--- config.mk ---
export PLATFORM = sky130hd
export DESIGN_NAME = opb_register_simulink2ppc
export DESIGN_NICKNAME = d
export VERILOG_FILES = /design/src/rtl/opb_sw_reg_pkg.sv /design/src/rtl/opb_slave_ack_fsm.sv /design/src/rtl/opb_register_simulink2ppc.sv
export SDC_FILE = /design/constraint.sdc
export NUM_CORES = 1
export LEC_CHECK = 0
export CELL_PAD_IN_SITES_DETAIL_PLACEMENT = 0
export CELL_PAD_IN_SITES_GLOBAL_PLACEMENT = 1
export CORE_UTILIZATION = 40
export CTS_CLUSTER_DIAMETER = 120
export DETAILED_ROUTE_END_ITERATION = 10
export DONT_BUFFER_PORTS = 1
export PLACE_DENSITY = 0.65
export SYNTH_ARGS = -nofsm -noshare
export SYNTH_HDL_FRONTEND = slang
export SYNTH_SLANG_ARGS = --single-unit
--- constraint.sdc ---
create_clock -name OPB_Clk -period 2.7 [get_ports OPB_Clk]
set_clock_uncertainty 0.15 [all_clocks]
set_input_delay 0.135 -clock OPB_Clk [delete_from_list [all_inputs] [get_ports OPB_Clk]]
set_output_delay 0.135 -clock OPB_Clk [all_outputs]
set_load 0.05 [all_outputs]
--- src/rtl/opb_sw_reg_pkg.sv ---
// Shared definitions for the OPB software registers (simulink2ppc and ppc2simulink).
// Covers register offsets, status-word field positions and the slave handshake states.
package opb_sw_reg_pkg;

  localparam logic [31:0] OFF_DATA   = 32'h0000_0000;
  localparam logic [31:0] OFF_STATUS = 32'h0000_0004;

  localparam int unsigned STAT_NEW = 0;
  localparam int unsigned STAT_OVF = 1;
  localparam int unsigned CNT_LSB  = 16;
  localparam int unsigned CNT_W    = 16;

  typedef enum logic [1:0] {
    IDLE = 2'd0,
    ACK  = 2'd1,
    WAIT = 2'd2
  } ack_state_e;

endpackage

--- src/rtl/opb_slave_ack_fsm.sv ---
// OPB slave handshake: address-window hit, a single registered ack per select,
// and capture of the transfer attributes for use during the ack cycle.
module opb_slave_ack_fsm
  import opb_sw_reg_pkg::*;
#(
  parameter logic [31:0] C_BASEADDR = 32'h0000_0000,
  parameter logic [31:0] C_HIGHADDR = 32'h0000_00FF
) (
  input  logic        i_clk,
  input  logic        i_rst,
  input  logic [31:0] i_addr,
  input  logic        i_select,
  input  logic        i_rnw,
  input  logic [0:3]  i_be,
  input  logic [31:0] i_wdata,
  output logic        o_hit,
  output logic [31:0] o_offset,
  output logic        o_ack,
  output logic [31:0] o_offset_q,
  output logic        o_rnw_q,
  output logic [0:3]  o_be_q,
  output logic [31:0] o_wdata_q
);

  localparam logic [31:0] SPAN = C_HIGHADDR - C_BASEADDR;

  ack_state_e  r_state;
  ack_state_e  w_state_next;
  logic        r_ack;
  logic [31:0] w_off;
  logic        w_in_range;
  logic [31:0] r_offset_q;
  logic        r_rnw_q;
  logic [0:3]  r_be_q;
  logic [31:0] r_wdata_q;

  // Addresses below the base wrap to large offsets, so one compare bounds both ends.
  assign w_off      = i_addr - C_BASEADDR;
  assign w_in_range = (w_off <= SPAN);
  assign o_offset   = {w_off[31:2], 2'b00};

  always_comb begin
    // NOTE: every output of this block gets a default first, so no path can infer a latch.
    w_state_next = r_state;
    o_hit        = 1'b0;
    unique case (r_state)
      IDLE: begin
        if (i_select && w_in_range) begin
          o_hit        = 1'b1;
          w_state_next = ACK;
        end
      end
      ACK:     w_state_next = WAIT;
      WAIT:    if (!i_select) w_state_next = IDLE;
      default: w_state_next = IDLE;
    endcase
  end

  always_ff @(posedge i_clk) begin
    // NOTE: non-blocking assignments, so every register here sees pre-edge values.
    if (i_rst) begin
      r_state <= IDLE;
      r_ack   <= 1'b0;
    end else begin
      r_state <= w_state_next;
      r_ack   <= o_hit;
    end
  end

  // NOTE: transfer attributes carry no reset; they are only consumed while r_ack is high.
  always_ff @(posedge i_clk) begin
    if (o_hit) begin
      r_offset_q <= o_offset;
      r_rnw_q    <= i_rnw;
      r_be_q     <= i_be;
      r_wdata_q  <= i_wdata;
    end
  end

  assign o_ack      = r_ack;
  assign o_offset_q = r_offset_q;
  assign o_rnw_q    = r_rnw_q;
  assign o_be_q     = r_be_q;
  assign o_wdata_q  = r_wdata_q;

endmodule

--- src/rtl/opb_register_simulink2ppc.sv ---
// Read-only OPB register publishing a fabric value to the PowerPC, with a
// NEW/OVF/CNT status word (NEW and OVF are write-1-to-clear).
module opb_register_simulink2ppc
  import opb_sw_reg_pkg::*;
#(
  parameter logic [31:0] C_BASEADDR   = 32'h0000_0000,
  parameter logic [31:0] C_HIGHADDR   = 32'h0000_00FF,
  parameter int          C_OPB_AWIDTH = 32,
  parameter int          C_OPB_DWIDTH = 32,
  parameter              C_FAMILY     = "virtex5"
) (
  input  logic                    OPB_Clk,
  input  logic                    OPB_Rst,
  input  logic [0:C_OPB_AWIDTH-1] OPB_ABus,
  input  logic [0:3]              OPB_BE,
  input  logic [0:C_OPB_DWIDTH-1] OPB_DBus,
  input  logic                    OPB_RNW,
  input  logic                    OPB_select,
  input  logic                    OPB_seqAddr,
  output logic [0:C_OPB_DWIDTH-1] Sl_DBus,
  output logic                    Sl_xferAck,
  output logic                    Sl_errAck,
  output logic                    Sl_retry,
  output logic                    Sl_toutSup,
  input  logic [31:0]             user_data_in,
  input  logic                    user_valid
);

  logic [31:0]      w_addr;
  logic [31:0]      w_wdata;
  logic             w_hit;
  logic [31:0]      w_offset;
  logic             w_ack;
  logic [31:0]      w_offset_q;
  logic             w_rnw_q;
  logic [0:3]       w_be_q;
  logic [31:0]      w_wdata_q;

  logic [31:0]      r_data;
  logic             r_new;
  logic             r_ovf;
  logic [CNT_W-1:0] r_cnt;
  logic [31:0]      r_sl_dbus;

  logic [31:0]      w_status;
  logic [31:0]      w_rd_word;
  logic             w_sts_wr;
  logic             w_clr_new;
  logic             w_clr_ovf;
  logic             w_new_next;
  logic             w_ovf_next;
  logic             w_unused_ok;

  // OPB bit 0 is the MSB, so a positional copy gives the [31:0] value directly.
  assign w_addr  = OPB_ABus;
  assign w_wdata = OPB_DBus;

  opb_slave_ack_fsm #(
    .C_BASEADDR (C_BASEADDR),
    .C_HIGHADDR (C_HIGHADDR)
  ) u_ack_fsm (
    .i_clk      (OPB_Clk),
    .i_rst      (OPB_Rst),
    .i_addr     (w_addr),
    .i_select   (OPB_select),
    .i_rnw      (OPB_RNW),
    .i_be       (OPB_BE),
    .i_wdata    (w_wdata),
    .o_hit      (w_hit),
    .o_offset   (w_offset),
    .o_ack      (w_ack),
    .o_offset_q (w_offset_q),
    .o_rnw_q    (w_rnw_q),
    .o_be_q     (w_be_q),
    .o_wdata_q  (w_wdata_q)
  );

  always_comb begin
    w_status                     = '0;
    w_status[STAT_NEW]           = r_new;
    w_status[STAT_OVF]           = r_ovf;
    w_status[CNT_LSB +: CNT_W]   = r_cnt;
  end

  always_comb begin
    w_rd_word = '0;
    if (w_offset == OFF_DATA) begin
      w_rd_word = r_data;
    end else if (w_offset == OFF_STATUS) begin
      w_rd_word = w_status;
    end
  end

  // Clears act in the ack cycle; a capture in that same cycle wins over them.
  assign w_sts_wr   = w_ack && !w_rnw_q && (w_offset_q == OFF_STATUS) && w_be_q[3];
  assign w_clr_new  = (w_ack && w_rnw_q && (w_offset_q == OFF_DATA))
                   || (w_sts_wr && w_wdata_q[STAT_NEW]);
  assign w_clr_ovf  = w_sts_wr && w_wdata_q[STAT_OVF];
  assign w_new_next = user_valid ? 1'b1 : (w_clr_new ? 1'b0 : r_new);
  assign w_ovf_next = (user_valid && r_new && !w_clr_new) ? 1'b1
                    : (w_clr_ovf ? 1'b0 : r_ovf);

  always_ff @(posedge OPB_Clk) begin
    if (OPB_Rst) begin
      r_data    <= '0;
      r_new     <= 1'b0;
      r_ovf     <= 1'b0;
      r_cnt     <= '0;
      r_sl_dbus <= '0;
    end else begin
      r_sl_dbus <= (w_hit && OPB_RNW) ? w_rd_word : '0;
      r_new     <= w_new_next;
      r_ovf     <= w_ovf_next;
      if (user_valid) begin
        r_data <= user_data_in;
        r_cnt  <= r_cnt + 1'b1;
      end
    end
  end

  assign Sl_DBus    = r_sl_dbus;
  assign Sl_xferAck = w_ack;
  assign Sl_errAck  = 1'b0;
  assign Sl_retry   = 1'b0;
  assign Sl_toutSup = 1'b0;

  assign w_unused_ok = &{1'b0, OPB_seqAddr, w_be_q[0:2], w_wdata_q[31:2]};

endmodule

==> summary.md <==
| Metric | Value |
|---|---|
| Min-delay src | `OPB_Rst` |
| MaxCap Viol Count | `0` |
| FP Rows | `37` |
| Slowest stage delay, CP | `550 ps` |
| Startpoint types | `flip-flop` |
| CTS tree | `done` |
| H-Tree Depth | `4` |
| Ys flop type | `dfxtp_1` |
| Max-slew headroom | `65.2%` |
| Nets | `547` |
| Commonest non-fill, non-tap cell in the layout | `dfxtp_1` |
| Worst Hold Class | `input port to flip-flop` |
| ANT nets after route | `0` |
| Sequential area share after synthesis | `63.0%` |
| Master of the slowest instance on the critical path | `dlygate4sd3_1` |
| CP endpoint kind | `flip-flop` |
| Post-Synthesis Cells | `352` |
| RePlAce Congestion | `0.729` |
| Max clock buf depth | `2` |
| Status | `completed` |
| Fin. max-slew vios | `0` |
| Core ar. | `0.0104 mm²` |
| Most frequent cells in the layout | `dfxtp_1 (85), dlygate4sd3_1 (83), nor2_1 (66), mux2i_1 (51), edfxtp_1 (34)` |
| RSZ-0062 raised after global routing | `false` |
| Async S/R FF share, synth | `0%` |
| Distinct cells, synth | `38` |
| Die footprint | `0.0112 mm²` |
| Layout cell share with drive strength beyond 1 | `11.7%` |
| Worst VDD drop | `349 µV` |
| Reg2reg start | `u_ack_fsm.r_state[0]` |
| Setup_tns | `0 ps` |
| Clock Latency Late Sink | `520 ps` |
| YS warnings | `0` |
| CP Data Arrival Time | `2870 ps` |
| Root Buffer | `clkbuf_8` |
| Setup Viol. Count Final | `0` |
| N_diodes | `0` |
| First-pass GRT wire length | `14.8 mm` |
| Crit share post-route | `95.1%` |
| Starting density of the core | `41.5%` |
| Crit-path max FO | `32` |
| Via count | `2914` |
| Clock slew at reported path FFs | `60 ps` |
| Largest net degree at the start of global routing | `57` |
| Worst setup startpoint | `u_ack_fsm.r_state[0]` |
| Worst slack at placement | `589 ps` |
| Synth-to-layout area growth | `36.4%` |
| Vias per cell | `4.96` |
| Mapped Area | `0.00432 mm²` |
| WHS | `87.5 ps` |
| Layout fillers | `858` |
| Wire length per cell | `15.4 µm` |
| GRT Util Overall | `17.7%` |
| FF+latch count, synth | `119` |
| Drt total wl | `9.07 mm` |
| DIE WIDTH | `106 µm` |
| Worst Setup Path Type | `flip-flop to flip-flop` |
| GRT overflow | `0` |
| WP buf/inv | `2` |
| Num ports | `142` |
| Final worst setup slack | `133 ps` |
| Crit-path leading delay family | `simple AND/OR/NAND/NOR gates` |
| Required @ worst endpoint | `3010 ps` |
| Critical Path, Cell by Cell | `nor4b_2 -> nand4_1 -> or4_1 -> buf_4 -> nor3b_2 -> dlygate4sd3_1` |
| Reg2reg setup slack | `130 ps` |
| Maximum clock rate | `0.390 GHz` |
| Minimum clock period | `2570 ps` |
| Post-synth EDFFs | `34` |
| PortBufs | `0` |
| Final HPWL DP | `5.09 mm` |
| Leakage power | `2.22 nW` |
| 1st-pass router iterations | `4` |
| Vias in the first global route | `3032` |
| Storage element area | `0.00272 mm²` |
| Synth Area per Inst | `12.3 µm²` |
| Fin. Hold Viols | `0` |
| Initial antenna violation count | `0` |
| Cell Pwr Density | `741 mW/mm²` |
| Area taken by multi-input logic gates | `0.00147 mm²` |
| Inserted Clock Buffers | `17` |
| TritonCTS Sinks | `119` |
| Worst-margin pin slew | `522 ps` |
| Die Y | `106 µm` |
| Drt drc | `0` |
| Initial DRC Count | `114` |
cells in the mapped netlist, types with 2 or more instances:
library cell  number  area, µm²
nor3b_1            3       22.5
and3_1             3       18.8
nor4_1            11       68.8
and4_1             2       17.5
buf_2              2       10.0
xor2_1             6       52.6
edfxtp_1          34       1020
clkbuf_1           9       33.8
nor2b_1            2       12.5
o21ai_0            3       15.0
nor3b_2           12        150
buf_1              4       15.0
nor3_1             5       25.0
a21oi_1            3       15.0
nor2_1            67        251
xnor2_1            5       43.8
or3_1              2       12.5
mux2_2             3       33.8
buf_4              3       22.5
inv_1              3       11.3
nand2_1            3       11.3
mux2i_1           51        510
buf_6              3       33.8
dfxtp_1           85       1700
nand3b_1           2       15.0
nand4_1            8       50.1
nand3_1            7       35.0
state kept, by name, summed over array words and instances (netlist names), 2 cells and up:
name and count:
Sl_DBus 32, r_data 32, u_ack_fsm.o_offset_q 30, r_cnt 16, u_ack_fsm.o_wdata_q 2, u_ack_fsm.r_state 2
logic make-up after synthesis:
family	after synthesis	share of synthesized area, %
xor+xnor	11	2.23
mux	54	12.6
buf+inv	25	3.39
flops	119	63.0
simple gates	133	17.4
other cells	1	0.0867
compound gates	8	1.10
fa+ha+maj	1	0.289
worst reg2reg max path: cells and delay by family, from the launching register on:
family | cells | cell delay (ps)
and+or+nand+nor | 4 | 1210
DFF | 1 | 320
buffers and inverters | 2 | 840
repair_timing:
item                      CTS  global route
resized for setup           0             0
hold buffers               86             0
setup buffers               0             0
hold endpoints to repair  119             0
per-layer routing:
metal  part of all wire, %  global-route usage [%]  up-vias
met5                     0                       0        -
met4                   1.5                    8.04        0
met3                   6.2                    6.87       11
met2                    47                    27.9       94
met1                    45                    21.5     1391
li1                      -                       -     1418
worst paths after layout:
check	cells past startpoint	end
max	6	Sl_DBus[24]
min	3	Sl_DBus[3]
max reg2reg	6	Sl_DBus[24]
min reg2reg	1	Sl_DBus[16]
per-stage QoR:
step | cell area (µm²) | instances | total power, mW | util, %
floorplan | 4330 | 354 | 2.04 | -
global placement | 4390 | 471 | 2.01 | 42.2
detailed placement | 4390 | 471 | 2.01 | 42.2
CTS | 5900 | 588 | 4.42 | 56.6
global route | 5900 | 588 | 4.53 | 56.6
finish | 5900 | 588 | 4.37 | 56.6
report_power, final:
| group | total [mW] | leakage (nW) | switching, mW | internal, mW |
|---|---|---|---|---|
| sequential | 1.89 | 0.997 | 0.0176 | 1.87 |
| combinational | 0.238 | 0.924 | 0.0948 | 0.143 |
| clock | 2.25 | 0.295 | 0.764 | 1.48 |
| total | 4.37 | 2.22 | 0.876 | 3.50 |
final cells by class:
class / count / share of cell area (%)
Clock buffer: 25 / 8.74
Clock inverter: 6 / 1.46
Multi-Input combinational cell: 210 / 24.8
Tap cell: 136 / 2.88
Inverter: 3 / 0.191
Timing Repair Buffer: 89 / 15.7
Sequential cell: 119 / 46.2
Power figures use the tool's default switching activity.
